--- config.mk ---
export PLATFORM = sky130hd
export DESIGN_NAME = ro_freq_controller
export DESIGN_NICKNAME = d
export VERILOG_FILES = /design/src/rtl/ro_freq_controller.sv
export SDC_FILE = /design/constraint.sdc
export NUM_CORES = 1
export LEC_CHECK = 0
export BUFFER_PORTS_ARGS = -buffer_cell sky130_fd_sc_hd__buf_2
export CORE_MARGIN = 4
export CORE_UTILIZATION = 29
export DETAILED_ROUTE_END_ITERATION = 12
export PLACE_DENSITY = 0.48
export SLEW_MARGIN = 20
export SYNTH_ARGS = -nofsm -noshare
export SYNTH_HDL_FRONTEND = slang
export SYNTH_SLANG_ARGS = --single-unit
--- constraint.sdc ---
create_clock -name clk -period 4.3 [get_ports clk]
set_input_delay 0.43 -clock clk [delete_from_list [all_inputs] [get_ports clk]]
set_output_delay 0.43 -clock clk [all_outputs]
set_load 0.005 [all_outputs]
--- src/rtl/ro_freq_controller.sv ---
// Ring-oscillator frequency loop: counts RO edges per clk window and steps a saturating current-source code.
// Optional macro RO_FREQ_MINMAX_EN adds cnt_min/cnt_max tracking since the last loop start.
module ro_freq_controller #(
    parameter int WIN_W      = 10,
    parameter int CNT_W      = 12,
    parameter int CODE_W     = 6,
    parameter int DEADBAND   = 2,
    parameter int WARMUP_CYC = 4
) (
    input  logic              clk,
    input  logic              rst_n,
    input  logic              enable,
    input  logic [WIN_W-1:0]  win_len,
    input  logic [CNT_W-1:0]  target,
    input  logic              osc_in,
    output logic              ro_start,
    output logic [CODE_W-1:0] code,
    output logic [CNT_W-1:0]  count_out,
    output logic              count_valid,
    output logic              locked
`ifdef RO_FREQ_MINMAX_EN
   ,output logic [CNT_W-1:0]  cnt_min,
    output logic [CNT_W-1:0]  cnt_max
`endif
);

    localparam int WARM_W = (WARMUP_CYC > 1) ? $clog2(WARMUP_CYC) : 1;
    localparam logic [CODE_W-1:0] CODE_MID = CODE_W'(1 << (CODE_W - 1));
    localparam logic [CODE_W-1:0] CODE_MAX = '1;
    localparam logic [CNT_W-1:0]  CNT_MAX  = '1;
    localparam logic [WARM_W-1:0] WARM_LOAD = WARM_W'(WARMUP_CYC - 1);
    localparam logic [CNT_W:0]    DB_EXT   = (CNT_W + 1)'(DEADBAND);

    typedef enum logic [1:0] {
        IDLE,
        WARMUP,
        MEASURE,
        UPDATE
    } state_t;

    state_t             state;
    logic [WARM_W-1:0]  warm_cnt;
    logic [WIN_W-1:0]   win_cnt;
    logic [CNT_W-1:0]   edge_cnt;
    logic               inband_prev;

    logic osc_s1, osc_s2, osc_s3;
    logic osc_rise;

    // Two-flop synchronizer plus one history flop for rising-edge detection.
    always_ff @(posedge clk or negedge rst_n) begin
        if (!rst_n) begin
            osc_s1 <= 1'b0;
            osc_s2 <= 1'b0;
            osc_s3 <= 1'b0;
        end else begin
            // NOTE: non-blocking assignments let the three flops shift in one edge without ordering races.
            osc_s1 <= osc_in;
            osc_s2 <= osc_s1;
            osc_s3 <= osc_s2;
        end
    end

    assign osc_rise = osc_s2 & ~osc_s3;

    logic [WIN_W-1:0] win_eff;
    logic [CNT_W:0]   cnt_ext;
    logic [CNT_W:0]   tgt_ext;
    logic             too_low;
    logic             too_high;

    // One extra bit keeps target + DEADBAND from wrapping.
    assign win_eff  = (win_len == '0) ? WIN_W'(1) : win_len;
    assign cnt_ext  = {1'b0, edge_cnt};
    assign tgt_ext  = {1'b0, target};
    assign too_low  = (cnt_ext + DB_EXT) < tgt_ext;
    assign too_high = cnt_ext > (tgt_ext + DB_EXT);

    always_ff @(posedge clk or negedge rst_n) begin
        if (!rst_n) begin
            state       <= IDLE;
            warm_cnt    <= '0;
            win_cnt     <= '0;
            edge_cnt    <= '0;
            inband_prev <= 1'b0;
            ro_start    <= 1'b0;
            code        <= CODE_MID;
            count_out   <= '0;
            count_valid <= 1'b0;
            locked      <= 1'b0;
`ifdef RO_FREQ_MINMAX_EN
            cnt_min     <= '1;
            cnt_max     <= '0;
`endif
        end else begin
            count_valid <= 1'b0;
            case (state)
                IDLE: begin
                    ro_start    <= 1'b0;
                    locked      <= 1'b0;
                    inband_prev <= 1'b0;
                    if (enable) begin
                        state    <= WARMUP;
                        ro_start <= 1'b1;
                        warm_cnt <= WARM_LOAD;
`ifdef RO_FREQ_MINMAX_EN
                        cnt_min  <= '1;
                        cnt_max  <= '0;
`endif
                    end
                end

                WARMUP: begin
                    if (!enable) begin
                        state       <= IDLE;
                        ro_start    <= 1'b0;
                        locked      <= 1'b0;
                        inband_prev <= 1'b0;
                    end else if (warm_cnt == '0) begin
                        state    <= MEASURE;
                        win_cnt  <= win_eff;
                        edge_cnt <= '0;
                    end else begin
                        warm_cnt <= warm_cnt - WARM_W'(1);
                    end
                end

                MEASURE: begin
                    if (!enable) begin
                        // Partial window is dropped; no count_valid.
                        state       <= IDLE;
                        ro_start    <= 1'b0;
                        locked      <= 1'b0;
                        inband_prev <= 1'b0;
                    end else begin
                        if (osc_rise && edge_cnt != CNT_MAX)
                            edge_cnt <= edge_cnt + CNT_W'(1);
                        if (win_cnt <= WIN_W'(1))
                            state <= UPDATE;
                        else
                            win_cnt <= win_cnt - WIN_W'(1);
                    end
                end

                UPDATE: begin
                    count_out   <= edge_cnt;
                    count_valid <= 1'b1;
`ifdef RO_FREQ_MINMAX_EN
                    if (edge_cnt < cnt_min) cnt_min <= edge_cnt;
                    if (edge_cnt > cnt_max) cnt_max <= edge_cnt;
`endif
                    if (too_low) begin
                        if (code != CODE_MAX) code <= code + CODE_W'(1);
                        locked      <= 1'b0;
                        inband_prev <= 1'b0;
                    end else if (too_high) begin
                        if (code != '0) code <= code - CODE_W'(1);
                        locked      <= 1'b0;
                        inband_prev <= 1'b0;
                    end else begin
                        if (inband_prev) locked <= 1'b1;
                        inband_prev <= 1'b1;
                    end

                    if (enable) begin
                        state    <= MEASURE;
                        win_cnt  <= win_eff;
                        edge_cnt <= '0;
                    end else begin
                        // Later assignments override the lock decision above.
                        state       <= IDLE;
                        ro_start    <= 1'b0;
                        locked      <= 1'b0;
                        inband_prev <= 1'b0;
                    end
                end

                default: begin
                    state    <= IDLE;
                    ro_start <= 1'b0;
                end
            endcase
        end
    end

endmodule
# After elaboration in Yosys (flattened, before gate mapping)

Index checks and enable logic that the tools add are counted.

Word-level logic and storage cells: 102
Register bits after elaboration: 51
Output and inout port bits: 21

Mux-type cells: 41
Reductions and logical operators: 17
Add/sub/neg operators: 7
Equal/unequal tests: 19
Order comparisons: 3
Bitwise logic cells: 2

Operators by type and width:

| operator              | count |
|---|---|
| $mux 10               | 6 |
| $mux 12               | 5 |
| $pmux 12 s3           | 1 |
| $pmux 10 s3           | 1 |
| $add 12x2->13 const B | 2 |
| $mux 6                | 4 |
| $ne 2x2->1 const B    | 10 |
| $mux 2                | 9 |
| $gt 12x13->1          | 1 |
| $lt 13x12->1          | 1 |
| $add 12x1->12 const B | 1 |
| $ne 12x12->1 const B  | 1 |
| $reduce_and 6->1      | 2 |
| $le 10x1->1 const B   | 1 |
| $logic_not 10->1      | 1 |
| $mux 1                | 10 |
| $sub 10x1->10 const B | 1 |
| $pmux 2 s4            | 1 |
| $reduce_and 4->1      | 2 |
| $add 6x1->6 const B   | 1 |
| $ne 3x3->1 const B    | 2 |
| $ne 6x6->1 const B    | 1 |
| $pmux 1 s3            | 2 |
| $reduce_bool 2->1     | 3 |
| 18 further kinds      | 20 |

# Logic depth before layout (Yosys ltp)

Depth after elaboration: 6
Mapped depth: 17
Depth with buffers taken out: 17

# Least setup slack after synthesis

No wires, ideal clock.

Kind: reg-to-reg
From: register edge_cnt[2]
To: register code[5]
Library setup time: 0.075 ns
Required time: 4.225 ns
Path slack: 0.916 ns
Data arrival time: 3.308 ns
Period minus slack after synthesis: 3.384 ns
Cell stages (with the launch flop): 18
Cell sequence: dfrtp_1 ha_1 nand2_1 nor2_1 nand3_1 xnor2_1 ha_1 nand3_1 nor4_1 o31a_1 or2_4 ha_1 a211oi_1 o21bai_1 a21oi_1 nor4_1 a31oi_1 xnor2_1

Longest elaborated chain between the ends: 4
Elaborated cells on any way between the ends: 8

Ends and longest elaborated chain:

| what                                                             | RTL line | source |
|---|---|---|
| start, declared                                                  | 44       | `logic [CNT_W-1:0] edge_cnt;` |
| start signal, assigned                                           | 137      | `edge_cnt <= edge_cnt + CNT_W'(1);` |
| $add 12x2->13                                                    | 76       | `assign too_low = (cnt_ext + DB_EXT) < tgt_ext;` |
| $lt 13x12->1                                                     | 76       |  |
| $ne 2x1->1 (no line) / $reduce_bool 2->1 (equally long branches) | --       |  |
| $reduce_and 4->1 (no line)                                       | --       |  |
| end signal, assigned                                             | 153      | `if (code != CODE_MAX) code <= code + CODE_W'(1);` |
| end signal, assigned                                             | 157      | `if (code != '0) code <= code - CODE_W'(1);` |
| end, declared                                                    | 17       | `output logic [CODE_W-1:0] code,` |

Parallel ways exist; a longest one is shown, timed or not.
A chain may end at the register's enable or synchronous reset.

# Worst setup path after layout

Ends and elaborated chain as after synthesis.

==> impl_metrics.ini <==
[critical_path]
arrival_ns = 4.07
required_ns = 4.53
path_class = flip-flop to flip-flop
startpoint = edge_cnt[2]
rr_worst_depth = 17
critPathLaunchType = flip-flop
reg2reg_from = edge_cnt[2]
crit_end = code[5]
rrSetupSlack_ns = 0.46
reg2reg_to = code[5]
critPathCaptureType = flip-flop
worstPathMaxFanout = 8

[synth]
synth_most_common_cell = dfrtp_1
synth_edf_count = 0
yosysWarnings = 0
ys_seq_area_share_pct = 36.3
synth_area_sq_um = 3520
ys_async_sr_fraction_pct = 100
synth_common_cells = dfrtp_1, ha_1, nand3_1
synthTopCellsByArea = dfrtp_1, ha_1, xnor2_1
synth_top_area_cell = dfrtp_1
syn_inst = 365
syn_avg_cell_area_sq_um = 9.64
syn-num-nets = 429
synth_cell_types = 58
yosys_register_bits = 51
synth_flop_cell = dfrtp_1
synth_top_area_share_pct = 35.6

[placed_design]
hpwl_um = 6270
pre_cts_ws_ns = 0.509
io_buffer_count = 46
globalplace.congestion = 0.769
post-place-cells = 545

[route]
dr_total_vias = 2828
first_iter_violations = 67
avgViaCountPerCell = 5.10
drt-pass1-iter-count = 5
wl_per_cell_um = 14.9
drt_wl_total_um = 8240
ant_nets = 0
drc = 0

[final_layout]
finalNetCount = 474
drive_gt1_share_pct = 20.0
stdcell_count = 554
num-fill-cells = 1200
area_growth_pct = 15.7
antenna_cells = 0

[run]
maxCapViolations = 0

[clock_tree]
clockBufferDepth = 2
worstSkewPairLatency_ns = 0.29
h-tree-depth = 2
cts_made_buffers = 5
cts_tree = yes
hold_buffers = 1
post_cts_buffers = 0
clk_pin_slew_worst_paths_ns = 0.07
clock-root-buffer = clkbuf_16
cts.sinks = 51
cts_resized = 0

[timing]
drv_slew = 0
hold_slack_ns = 0.242
rsz0062_at_grt = false
slew_headroom_pct = 42.9
setup_viol = 0
worst_pin_slew_ns = 0.857
fin_ws_ns = 0.457
finalSetupTns_ns = 0
period_needed_ns = 3.84
fin_skew_ns = 0.00530
period_share_pct = 89.4
fmax_ghz = 0.260
hold_violations = 0

[die]
core_sq_um = 11700
ios = 47
dieArea_sq_um = 14000
die_w_um = 118
start_util_pct = 30.2
num_rows = 39
fp.dieH_um = 118

[power_and_ir_drop]
clock_power_share_pct = 26.3
cellInternalPower_w = 0.00114
p_total_w = 0.00179
p_sw_share_pct = 36.3
power_density_nw_per_um2 = 439
switching_power_w = 0.000649
power_leakage_nw = 1.98
p_seq_share_pct = 40.2
combPwrFrac_pct = 33.5
peakVddDrop_uv = 200

[global_routing]
antenna_found_initial = 0
grtUsageTotal_pct = 12.2
grt_pass1_wl_um = 14200
grt_pass1_vias = 2854
overflow = 0
grt_max_degree = 44

[worst_hold_path]
min_path_type = input pin to flip-flop

[status]
status = complete, no violations
state kept, by name, indices dropped and copies added, names as in the netlist:
signal and cells:
code 6, count_out 12, count_valid 1, edge_cnt 12, inband_prev 1, locked 1
osc_s1 1, osc_s2 1, osc_s3 1, ro_start 1, state 2, warm_cnt 2
win_cnt 10
how the worst min path moves through the flow:
stage / from / to / slack (ns) / cells after the start
final: osc_in / osc_s1 / 0.24 / 1
after global routing: osc_in / osc_s1 / 0.24 / 1
after CTS: osc_in / osc_s1 / 0.24 / 1
after detailed placement: rst_n / count_out[11] / 0.29 / 1
after global placement: rst_n / count_out[11] / 0.28 / 1
after floorplan: rst_n / code[0] / 0.13 / 0
power by group through the flow:
stage	clock network (W)	registers, W	logic (W)
2_1_floorplan	0	0.000691	0.000456
3_3_place_gp	0	0.000725	0.000594
3_5_place_dp	0	0.000726	0.000601
4_1_cts	0.000488	0.000718	0.000605
5_1_grt	0.000504	0.000743	0.000694
6_report	0.000470	0.000718	0.000600
metrics by stage:
stage,utilization (%),cell area (sq um)
6_report,34.9,4070
5_1_grt,34.9,4070
4_1_cts,34.9,4070
3_5_place_dp,33.3,3890
3_3_place_gp,33.3,3890
2_1_floorplan,-,3520
layer usage:
layer  track usage [%]  wire length [um]
met2              19.9              3740
met1              16.8              4100
met3              2.40               306
met4              3.08                95
met5                 0                 0
final cells by class:
cell class | count | area, sq um | share of cell area [%]
well taps | 143 | 179 | 4.40
clock inverters | 2 | 35.0 | 0.861
inverters | 24 | 90.1 | 2.21
clock buffers | 6 | 139 | 3.41
flip-flops and latches | 51 | 1280 | 31.4
multi-input cells | 279 | 2090 | 51.5
repair buffers | 49 | 255 | 6.27
cell families (layout without fill, tap and decap cells):
kind of cell | after synthesis | in the layout | share of synthesized area, %
xor gates and xnor gates | 28 | 28 | 6.97
and+or+nand+nor | 109 | 109 | 17.1
AOI/OAI and AO/OA | 85 | 85 | 15.7
DFF | 51 | 51 | 36.3
buffers and inverters | 35 | 81 | 4.13
adders and majority gates | 38 | 38 | 13.7
muxes | 19 | 19 | 6.01
worst max-delay path, stage by stage, from the launching register on:
cell and delay, ns:
dfrtp_1 0.46, ha_1 0.27, nand2_1 0.08, nor2_1 0.26
nand3_1 0.19, xnor2_1 0.17, ha_1 0.29, nand3_1 0.12
nor4_1 0.30, o31a_1 0.24, or2_4 0.21, ha_1 0.26
a211oi_1 0.24, o21bai_1 0.10, a21oi_1 0.20, nor4_1 0.07
a31oi_1 0.18, xnor2_1 0.14
placed cells by master (no fill, tap or decap), drive strengths merged, types with 6 or more instances in the layout:
cell / Yosys / routed
or3: 7 / 7
clkbuf: 4 / 6
and3: 6 / 6
nor2: 18 / 18
buf: 7 / 48
nand2: 17 / 17
o22ai: 8 / 8
inv: 24 / 24
xnor2: 17 / 17
mux2: 17 / 17
nand3: 28 / 28
dfrtp: 50 / 50
o21ai: 23 / 23
nor4: 6 / 6
a21oi: 24 / 24
nor3: 6 / 6
ha: 37 / 37
xor2: 11 / 11
No activity file was read; power rests on OpenSTA's default activity.
